### src/rtl/dependency_tracker_id.sv
// Dependency tracker for the ID stage.
// Shadows the destination of the instructions in EX, MEM and WB, flags
// source/destination matches for bypass selection, raises a load-use stall
// and counts the cycles lost to load-use stalls (saturating).
module dependency_tracker_id #(
    parameter int REG_W = 5,
    parameter int CNT_W = 16
) (
    input  logic             clk_i,
    input  logic             rst_i,
    input  logic             valid_id_i,
    input  logic [REG_W-1:0] rs1_id_i,
    input  logic [REG_W-1:0] rs2_id_i,
    input  logic             use_rs1_id_i,
    input  logic             use_rs2_id_i,
    input  logic [REG_W-1:0] rd_id_i,
    input  logic             rf_we_id_i,
    input  logic             is_load_id_i,
    input  logic             stall_i,
    input  logic             flush_i,
    output logic             valid_ex_o,
    output logic             valid_mem_o,
    output logic             valid_wb_o,
    output logic             data_produced_ex_o,
    output logic             data_produced_mem_o,
    output logic             data_produced_wb_o,
    output logic             depEX_src_a_o,
    output logic             depEX_src_b_o,
    output logic             depMEM_src_a_o,
    output logic             depMEM_src_b_o,
    output logic             depWB_src_a_o,
    output logic             depWB_src_b_o,
    output logic             stall_id_o,
    output logic [CNT_W-1:0] lu_stall_cnt_o
);

    localparam logic [CNT_W-1:0] CNT_ONE = {{(CNT_W-1){1'b0}}, 1'b1};

    // Shadow entries: valid, destination, write-enable, load flag
    logic             ex_v_reg,  mem_v_reg,  wb_v_reg;
    logic [REG_W-1:0] ex_rd_reg, mem_rd_reg, wb_rd_reg;
    logic             ex_we_reg, mem_we_reg, wb_we_reg;
    logic             ex_ld_reg, mem_ld_reg, wb_ld_reg;
    logic [CNT_W-1:0] lu_cnt_reg;

    logic live_ex, live_mem, live_wb;

    // An entry only matters if it is valid and really writes a non-zero register
    assign live_ex  = ex_v_reg  & ex_we_reg  & (ex_rd_reg  != '0);
    assign live_mem = mem_v_reg & mem_we_reg & (mem_rd_reg != '0);
    assign live_wb  = wb_v_reg  & wb_we_reg  & (wb_rd_reg  != '0);

    assign valid_ex_o  = ex_v_reg;
    assign valid_mem_o = mem_v_reg;
    assign valid_wb_o  = wb_v_reg;

    // A load in EX has no data yet; it becomes bypassable from MEM onwards
    assign data_produced_ex_o  = live_ex & ~ex_ld_reg;
    assign data_produced_mem_o = live_mem;
    assign data_produced_wb_o  = live_wb;

    assign depEX_src_a_o  = live_ex  & use_rs1_id_i & (rs1_id_i == ex_rd_reg);
    assign depEX_src_b_o  = live_ex  & use_rs2_id_i & (rs2_id_i == ex_rd_reg);
    assign depMEM_src_a_o = live_mem & use_rs1_id_i & (rs1_id_i == mem_rd_reg);
    assign depMEM_src_b_o = live_mem & use_rs2_id_i & (rs2_id_i == mem_rd_reg);
    assign depWB_src_a_o  = live_wb  & use_rs1_id_i & (rs1_id_i == wb_rd_reg);
    assign depWB_src_b_o  = live_wb  & use_rs2_id_i & (rs2_id_i == wb_rd_reg);

    // Load-use: consumer in ID needs a load result that is still in EX
    assign stall_id_o = valid_id_i & ~flush_i & live_ex & ex_ld_reg
                      & (depEX_src_a_o | depEX_src_b_o);

    assign lu_stall_cnt_o = lu_cnt_reg;

    // Advance, hold or flush the shadow pipeline
    always_ff @(posedge clk_i or posedge rst_i) begin
        if (rst_i) begin
            ex_v_reg   <= 1'b0;
            ex_rd_reg  <= '0;
            ex_we_reg  <= 1'b0;
            ex_ld_reg  <= 1'b0;
            mem_v_reg  <= 1'b0;
            mem_rd_reg <= '0;
            mem_we_reg <= 1'b0;
            mem_ld_reg <= 1'b0;
            wb_v_reg   <= 1'b0;
            wb_rd_reg  <= '0;
            wb_we_reg  <= 1'b0;
            wb_ld_reg  <= 1'b0;
        end else if (flush_i) begin
            // Flushed EX instruction dies; ID instruction is dropped too
            ex_v_reg <= 1'b0;
            if (!stall_i) begin
                wb_v_reg   <= mem_v_reg;
                wb_rd_reg  <= mem_rd_reg;
                wb_we_reg  <= mem_we_reg;
                wb_ld_reg  <= mem_ld_reg;
                mem_v_reg  <= 1'b0;
                mem_rd_reg <= '0;
                mem_we_reg <= 1'b0;
                mem_ld_reg <= 1'b0;
            end
        end else if (!stall_i) begin
            wb_v_reg   <= mem_v_reg;
            wb_rd_reg  <= mem_rd_reg;
            wb_we_reg  <= mem_we_reg;
            wb_ld_reg  <= mem_ld_reg;
            mem_v_reg  <= ex_v_reg;
            mem_rd_reg <= ex_rd_reg;
            mem_we_reg <= ex_we_reg;
            mem_ld_reg <= ex_ld_reg;
            // A load-use stall turns the ID instruction into a bubble in EX
            ex_v_reg   <= valid_id_i & ~stall_id_o;
            ex_rd_reg  <= rd_id_i;
            ex_we_reg  <= rf_we_id_i;
            ex_ld_reg  <= is_load_id_i;
        end
    end

    // Saturating count of cycles actually lost to load-use stalls
    always_ff @(posedge clk_i or posedge rst_i) begin
        if (rst_i) begin
            lu_cnt_reg <= '0;
        end else if (stall_id_o && !stall_i && (lu_cnt_reg != '1)) begin
            lu_cnt_reg <= lu_cnt_reg + CNT_ONE;
        end
    end

endmodule
### config.mk
export PLATFORM = sky130hd
export DESIGN_NAME = dependency_tracker_id
export DESIGN_NICKNAME = d
export VERILOG_FILES = /design/src/rtl/dependency_tracker_id.sv
export SDC_FILE = /design/constraint.sdc
export NUM_CORES = 1
export LEC_CHECK = 0
export CAP_MARGIN = 15
export CORE_MARGIN = 2
export CORE_UTILIZATION = 35
export CTS_CLUSTER_SIZE = 25
export DETAILED_ROUTE_END_ITERATION = 16
export SYNTH_ARGS = -nofsm -noshare
export SYNTH_HDL_FRONTEND = slang
export SYNTH_SLANG_ARGS = --single-unit
### constraint.sdc
create_clock -name clk_i -period 3.2 [get_ports clk_i]
set_clock_uncertainty 0.1 [all_clocks]
set_input_delay 0.32 -clock clk_i [delete_from_list [all_inputs] [get_ports clk_i]]
set_output_delay 0.32 -clock clk_i [all_outputs]
set_load 0.05 [all_outputs]
# After elaboration in Yosys (flattened, before gate mapping)
# Cells that the tools add are included.
# totals
input_bits,24
register_bits,38
# classes
eq_ne,8
n_mux,10
n_reduce_logical,7
n_addsub,1
bitwise_logic,29
# ops
op,n
5-bit == test,6
1-bit AND,24
"16-bit by 1-bit adder with 16-bit output, second input constant",1
"16-bit != test, second input constant",1
5-bit 2-to-1 mux,3
5-bit nonzero test,3
1-bit 2-to-1 mux,7
1-bit NOT,4
1-bit logical AND,2
"2-bit by 1-bit != test with 1-bit output, second input constant",1
2-bit AND reduction,1
1-bit logical NOT,1
1-bit OR,1

# Longest topological paths before layout
# Gate-level depths: netlist of run 1.
# logic_depth
word_depth,10
mapped_depth,7
ltp_nobuf,7

# Worst setup path before layout of run 1
# OpenSTA, ideal clock, no wires.
# synth_path
path_type,register to output
startpoint,reg ex_rd_reg[3]
endpoint,out stall_id_o
slack_ps,574
stages_incl_launch_ff,7
arrival_ps,2206
cell_sequence,dfrtp_1 xor2_1 nor4_4 nand3_2 a211oi_2 buf_4 nor2b_1
# synth_via
elab_chain_cells,6
elab_cells_between_ends,12
# synth_rtl
item,line,rtl
start: declaration,41,"logic [REG_W-1:0] ex_rd_reg, mem_rd_reg, wb_rd_reg;"
start signal: assignment,114,ex_rd_reg <= rd_id_i;
5-bit nonzero test,49,assign live_ex = ex_v_reg & ex_we_reg & (ex_rd_reg != '0);
1-bit AND,49,
1-bit AND (on tied branches) (2 in series),"62, 63",
1-bit OR,71,& (depEX_src_a_o | depEX_src_b_o);
1-bit AND (*),71,
end: declaration,33,"output logic stall_id_o,"
# Mark *: on every way between the ends. The rest lies on a longest branch, timed or not.

# Worst setup path in the final report of run 1
# layout_path
startpoint,reg mem_rd_reg[0]
endpoint,out depMEM_src_b_o
# layout_via
elab_chain_cells,4
elab_cells_between_ends,5
# layout_rtl
item,line,rtl
start: declaration,41,
start signal: assignment,109,mem_rd_reg <= ex_rd_reg;
5-bit nonzero test,50,assign live_mem = mem_v_reg & mem_we_reg & (mem_rd_reg != '0);
1-bit AND,50,
1-bit AND,65,assign depMEM_src_b_o = live_mem & use_rs2_id_i & (rs2_id_i == mem_rd_reg);
1-bit AND (*),65,
end: declaration,30,"output logic depMEM_src_b_o,"
# Marked as above.

==> reports/metrics.cfg, run 1 <==
[floorplanning]
fp.dieH_um=81.5
rows=28
fp.coreArea_um2=5850
initial_utilization_pct=35.9
io_pins=53
die_w_um=81.5
die_area_um2=6640

[layout]
diodes=0
drive_gt1_share_pct=14.2
mostFrequentLayoutCells=clkdlybuf4s50_1, dfrtp_1, xnor2_1, nand2_1, mux2_2
fill_cells=556
fin_nets=278
largest_reg_flops=16
utilization_pct=48.3
area_growth_pct=34.5
final_common_cell=clkdlybuf4s50_1

[clocking]
cts_tree=built
post-cts-setup-buffers=0
h-tree-depth=2
clk-insertion-delay-late_ns=0.29
holdBufCountCts=0
clkSinkCount=38
clock_path_buffers=2
cts_resized=0
clkSlewWorstSetupHoldPaths_ns=0.08
cts_root_buf=clkbuf_8
cts_buffers=5

[timing]
finalHoldViolations=0
slew_headroom_pct=65.7
tightestPinTransition_ns=0.513
max_freq_mhz=353
period_share_pct=88.6
rsz0062_at_grt=false
fin_crit_ns=2.84
setup_viol=0
slew_violations=0
fin_setup_tns_ns=0

[routing]
first_iter_violations=68
drc=0
wl_per_cell_um=14.9
ant_nets=0
first_pass_iters=2
routed_wirelength_um=4890
route.vias.total=1586
viasPerCell=4.82

[place]
gp_congestion=0.773
dp_hpwl_um=3650
io_buffers=52

[worst_setup_path]
crit_buf_inv=1
start_kind=flop
crit_required_ns=2.78
critPathArrivalTime_ns=2.42
cpPeakStageDelay_ns=0.72
cp_top_family=buffers and inverters
critPathMaxFanout=5
path_cells=or4_1 -> o211ai_1 -> nor3_1 -> clkdlybuf4s50_1
cp_slowest_cell=clkdlybuf4s50_1
endpoint_kind=output port
crit_type=flop to output port

[synthesis]
synthFlopType=dfrtp_1
synth_warnings=0
yosys.cell_types.count=34
syn_inst=194
synthArstFlopShare_pct=100
synth_area_um2=2100
synth_edf_count=0
ys_seq_area_share_pct=45.2
syn_avg_cell_area_um2=10.8
ys_ff_latch=38
syn-num-nets=219

[power_and_ir_drop]
powerDensity_nw_per_um2=393
max-vdd-ir-drop_v=0.000168
p_leak_uw=0.00113

[global_routing]
grt-ovfl-total=0
grt_antenna_before_repair=0
grt_pass1_vias=1656
grt_max_degree=39
track_usage_pct=16.4
grt_pass1_wl_um=8170

[hold_path]
hp-class=primary input to asynchronous set/reset pin

[outcome]
status=complete, no violations

[flow_run]
max_cap_viol_count=0

==> area by class of cell <==
cell class	count	area [µm²]	area share, %
clock inverters	1	5.00	0.177
well taps	75	93.8	3.32
clock buffers	7	86.3	3.05
inverters	3	11.3	0.398
flip-flops and latches	38	951	33.6
multi-input cells	148	1120	39.5
repair buffers	57	563	19.9
==> report_power, final <==
part,switching [µW],internal (µW),total (µW)
logic,92.7,113,206
registers,54.3,515,569
clock network,162,174,335
==> synthesized netlist by cell type, types with 2 or more instances <==
cell type | number | area share [%]
nand4_1 | 11 | 3.3
o211ai_1 | 2 | 0.71
o21ai_0 | 7 | 1.7
xnor2_1 | 37 | 15
nand2b_1 | 6 | 1.8
or4_1 | 2 | 0.71
nor3_1 | 4 | 0.95
nand3_1 | 11 | 2.6
inv_1 | 3 | 0.54
xor2_1 | 8 | 3.3
clkbuf_1 | 3 | 0.54
dfrtp_1 | 38 | 45
and3_1 | 9 | 2.7
mux2_2 | 14 | 7.5
nor2_1 | 4 | 0.71
nand2_1 | 17 | 3.0
==> stage by stage <==
step	cells	setup WS [ns]	area, µm²	hold WS (ns)	power (µW)
after global routing	329	0.235	2830	0.389	1180
after global placement	321	0.531	2740	0.393	786
after detailed placement	321	0.529	2740	0.409	789
after floorplan	194	0.574	2100	0.371	705
after CTS	329	0.320	2830	0.366	1130
final	329	0.365	2830	0.341	1110
==> logic make-up after synthesis <==
group | synth area share (%)
xor gates and xnor gates | 18.8
DFF | 45.2
adders and majority gates | 0.595
buffers and inverters | 1.61
muxes | 8.04
and+or+nand+nor | 19.5
AOI/OAI and AO/OA | 6.31
==> routing by layer <==
metal,wire [µm],track usage (%)
met1,2340,22.3
met2,2240,25.7
met3,251,4.07
met4,66,5.08
met5,0,0
==> tightest hold or removal path, delay by kind of cell <==
kind	cells	cell delay, ns
buf+inv	3	0.85
==> path summary, 6_finish.rpt <==
kind,start,to,slack (ns),depth (start not counted)
setup / recovery,mem_rd_reg[0],depMEM_src_b_o,0.36,4
hold / removal,rst_i,lu_stall_cnt_o[13],0.34,3
setup reg to reg,ex_rd_reg[4],lu_stall_cnt_o[1],0.93,7
hold reg to reg,mem_we_reg,mem_we_reg,0.42,2
max in group asynchronous,rst_i,mem_rd_reg[1],2.31,3
min in group clk_i,mem_we_reg,mem_we_reg,0.42,2
(Power assumes the default switching activity.)
==> run 2, diff against run 1 <==
--- a/config.mk
+++ b/config.mk
@@ -5,6 +5,7 @@
 export SDC_FILE = /design/constraint.sdc
 export NUM_CORES = 1
 export LEC_CHECK = 0
+export ABC_AREA = 1
 export CAP_MARGIN = 15
 export CORE_MARGIN = 2
 export CORE_UTILIZATION = 35
==> constraint.sdc (replaced) <==
create_clock -name clk_i -period 3.2 [get_ports clk_i]
set_clock_uncertainty 0.1 [all_clocks]
set_input_delay 0.96 -clock clk_i [delete_from_list [all_inputs] [get_ports clk_i]]
set_output_delay 0.96 -clock clk_i [all_outputs]
set_load 0.05 [all_outputs]
==> reports/metrics.cfg, run 2 <==
[outcome]
status=complete, no violations

[synthesis]
yosys-top-cells-area=dfrtp_1, nand2_1, inv_1, xnor2_1, xor2_1
synth.most_common_cell=nand2_1
synth_warnings=0  ; unchanged
yosys.area.top_type=dfrtp_1
synth_edf_count=0  ; unchanged
syn-num-nets=343  ; +57%
synthFlopType=dfrtp_1
synthArstFlopShare_pct=100  ; unchanged
ys_ff_latch=38  ; unchanged
netlist.area_leader.share_pct=41.2  ; -4.0 points
synth_area_um2=2310  ; +9.8%
synth.top_cells.by_count=nand2_1, dfrtp_1, inv_1
syn_avg_cell_area_um2=7.26  ; -33%
yosys.cell_types.count=28  ; -18%
ys_seq_area_share_pct=41.2  ; -4.0 points
syn_inst=318  ; +64%

[routing]
viasPerCell=4.87  ; +1.0%
first_pass_iters=4  ; +2
route.vias.total=2274  ; +43%
ant_nets=0  ; unchanged
routed_wirelength_um=6140  ; +26%
first_iter_violations=89  ; +31%
drc=0  ; unchanged
wl_per_cell_um=13.1  ; -12%

[clocking]
clkSlewWorstSetupHoldPaths_ns=0.07  ; about the same
clkSinkCount=38  ; unchanged
clk-insertion-delay-late_ns=0.29  ; about the same
cts_tree=built
holdBufCountCts=0  ; unchanged
h-tree-depth=2  ; unchanged
clock_path_buffers=2  ; unchanged
cts_buffers=5  ; unchanged
cts_root_buf=clkbuf_8

[worst_setup_path]
cp_slowest_cell=nor4_2
r2r_slack_ns=1.25  ; +0.32 ns
reg2reg_depth=13  ; +6
start_kind=primary input
crit_type=primary input to output port
critPathMaxFanout=4  ; -1
critPathArrivalTime_ns=2.06  ; -0.36 ns
path_cells=dlygate4sd2_1 -> inv_1 -> nand2_1 -> o211ai_1 -> nor4_2 -> buf_12
cpPeakStageDelay_ns=0.39  ; -0.33 ns
crit_required_ns=2.14  ; -0.64 ns
endpoint_kind=output port

[power_and_ir_drop]
powerDensity_nw_per_um2=382  ; -2.8%
p_leak_uw=0.00154  ; +36%
max-vdd-ir-drop_v=0.000263  ; +57%

[floorplanning]
initial_utilization_pct=36.4  ; +0.43 points
fp.dieH_um=85.2  ; +4.6%
rows=29  ; +3.6%
fp.coreArea_um2=6350  ; +8.5%
io_pins=53  ; unchanged
die_area_um2=7260  ; +9.3%
die_w_um=85.2  ; +4.6%

[timing]
tightestPinTransition_ns=0.507  ; -0.00528 ns
rsz0062_at_grt=false
setup_viol=0  ; unchanged
worst_hold_slack_ns=0.405  ; +0.0633 ns
fin_ws_ns=0.0823  ; -0.282 ns
finalHoldViolations=0  ; unchanged
fin_crit_ns=3.12  ; +0.282 ns
slew_headroom_pct=66.1  ; +0.35 points
slew_violations=0  ; unchanged
max_freq_mhz=321  ; -9.1%
period_share_pct=97.4  ; +8.8 points

[global_routing]
grt_max_degree=39  ; unchanged
track_usage_pct=17.8  ; +1.4 points
grt-ovfl-total=0  ; unchanged
grt_antenna_before_repair=0  ; unchanged
grt_pass1_wl_um=10500  ; +28%
grt_pass1_vias=2256  ; +36%

[layout]
final_common_cell=nand2_1
mostFrequentLayoutCells=nand2_1, dfrtp_1, clkdlybuf4s50_1, inv_1, nor2_1
area_growth_pct=41.8
fill_cells=635  ; +14%
fin_nets=414  ; +49%
utilization_pct=51.5  ; +3.2 points
largest_reg_flops=16  ; unchanged
drive_gt1_share_pct=14.9  ; +0.70 points
diodes=0  ; unchanged

[place]
gp_congestion=0.879  ; +14%
io_buffers=52  ; unchanged
dp_hpwl_um=4700  ; +29%
preCtsSetupSlack_ns=-0.198  ; -0.727 ns

[flow_run]
max_cap_viol_count=0  ; unchanged

[hold_path]
hp-class=flop to flop
hold_path_depth=2

## run 2: critical path, delay by kind of cell
| kind | cells | cell delay [ns] |
|---|---|---|
| buf+inv | 3 | 0.54 |
| simple gates | 2 | 0.45 |
| compound gates | 1 | 0.09 |
## run 2: worst paths after layout
| check | from | endpoint |
|---|---|---|
| min | ex_ld_reg | ex_ld_reg |
| min reg2reg | ex_ld_reg | ex_ld_reg |
| max in group asynchronous | rst_i | lu_stall_cnt_o[13] |
| min in group asynchronous | rst_i | wb_rd_reg[1] |
| max | rs2_id_i[0] | depMEM_src_b_o |
| max reg2reg | ex_rd_reg[4] | lu_stall_cnt_o[0] |
## run 2: per-stage QoR
stage | total power [µW] | TNS (ns) | instances | instance area, µm²
6_report | 1250 | 0 | 467 | 3270
5_1_grt | 1310 | 0 | 467 | 3270
4_1_cts | 1260 | 0 | 467 | 3240
3_5_place_dp | 767 | -1.13 | 458 | 3100
3_3_place_gp | 766 | -1.12 | 458 | 3100
2_1_floorplan | 672 | 0 | 318 | 2330
## run 2: final cells by class
type | count | area (µm²) | share of cell area (%)
Tap cell | 77 | 96.3 | 2.94
Inverter | 39 | 146 | 4.47
Timing Repair Buffer | 68 | 694 | 21.2
Clock inverter | 3 | 68.8 | 2.10
Clock buffer | 5 | 68.8 | 2.10
Sequential cell | 38 | 951 | 29.1
Multi-Input combinational cell | 237 | 1250 | 38.1
## run 2: report_power, final
part	switching, µW	internal (µW)	total, µW
registers	35.0	510	545
logic	126	89.2	216
clock network	176	312	489
## run 2: cells by family (layout without fill, tap and decap cells)
group,Yosys count,count (layout),synth area share [%]
fa+ha+maj,1,1,0.542
buf+inv,43,115,7.48
simple gates,175,175,32.5
flops,38,38,41.2
compound gates,35,35,8.46
xor+xnor,26,26,9.86
## run 2: what timing repair did
item,4_1_cts,5_1_grt
resized for setup,20,11
buffers inserted,1,0
pin swaps,3,5
setup endpoints to repair,7,5
## run 2: routing by layer
layer,share of wire [%],wire length [µm],up-vias,global-route usage (%)
met1,45,2760,1056,22.3
met3,5.2,321,4,4.09
li1,-,-,1164,-
met4,0.70,43,0,4.33
met2,49,3020,50,31.0
met5,0,0,-,0
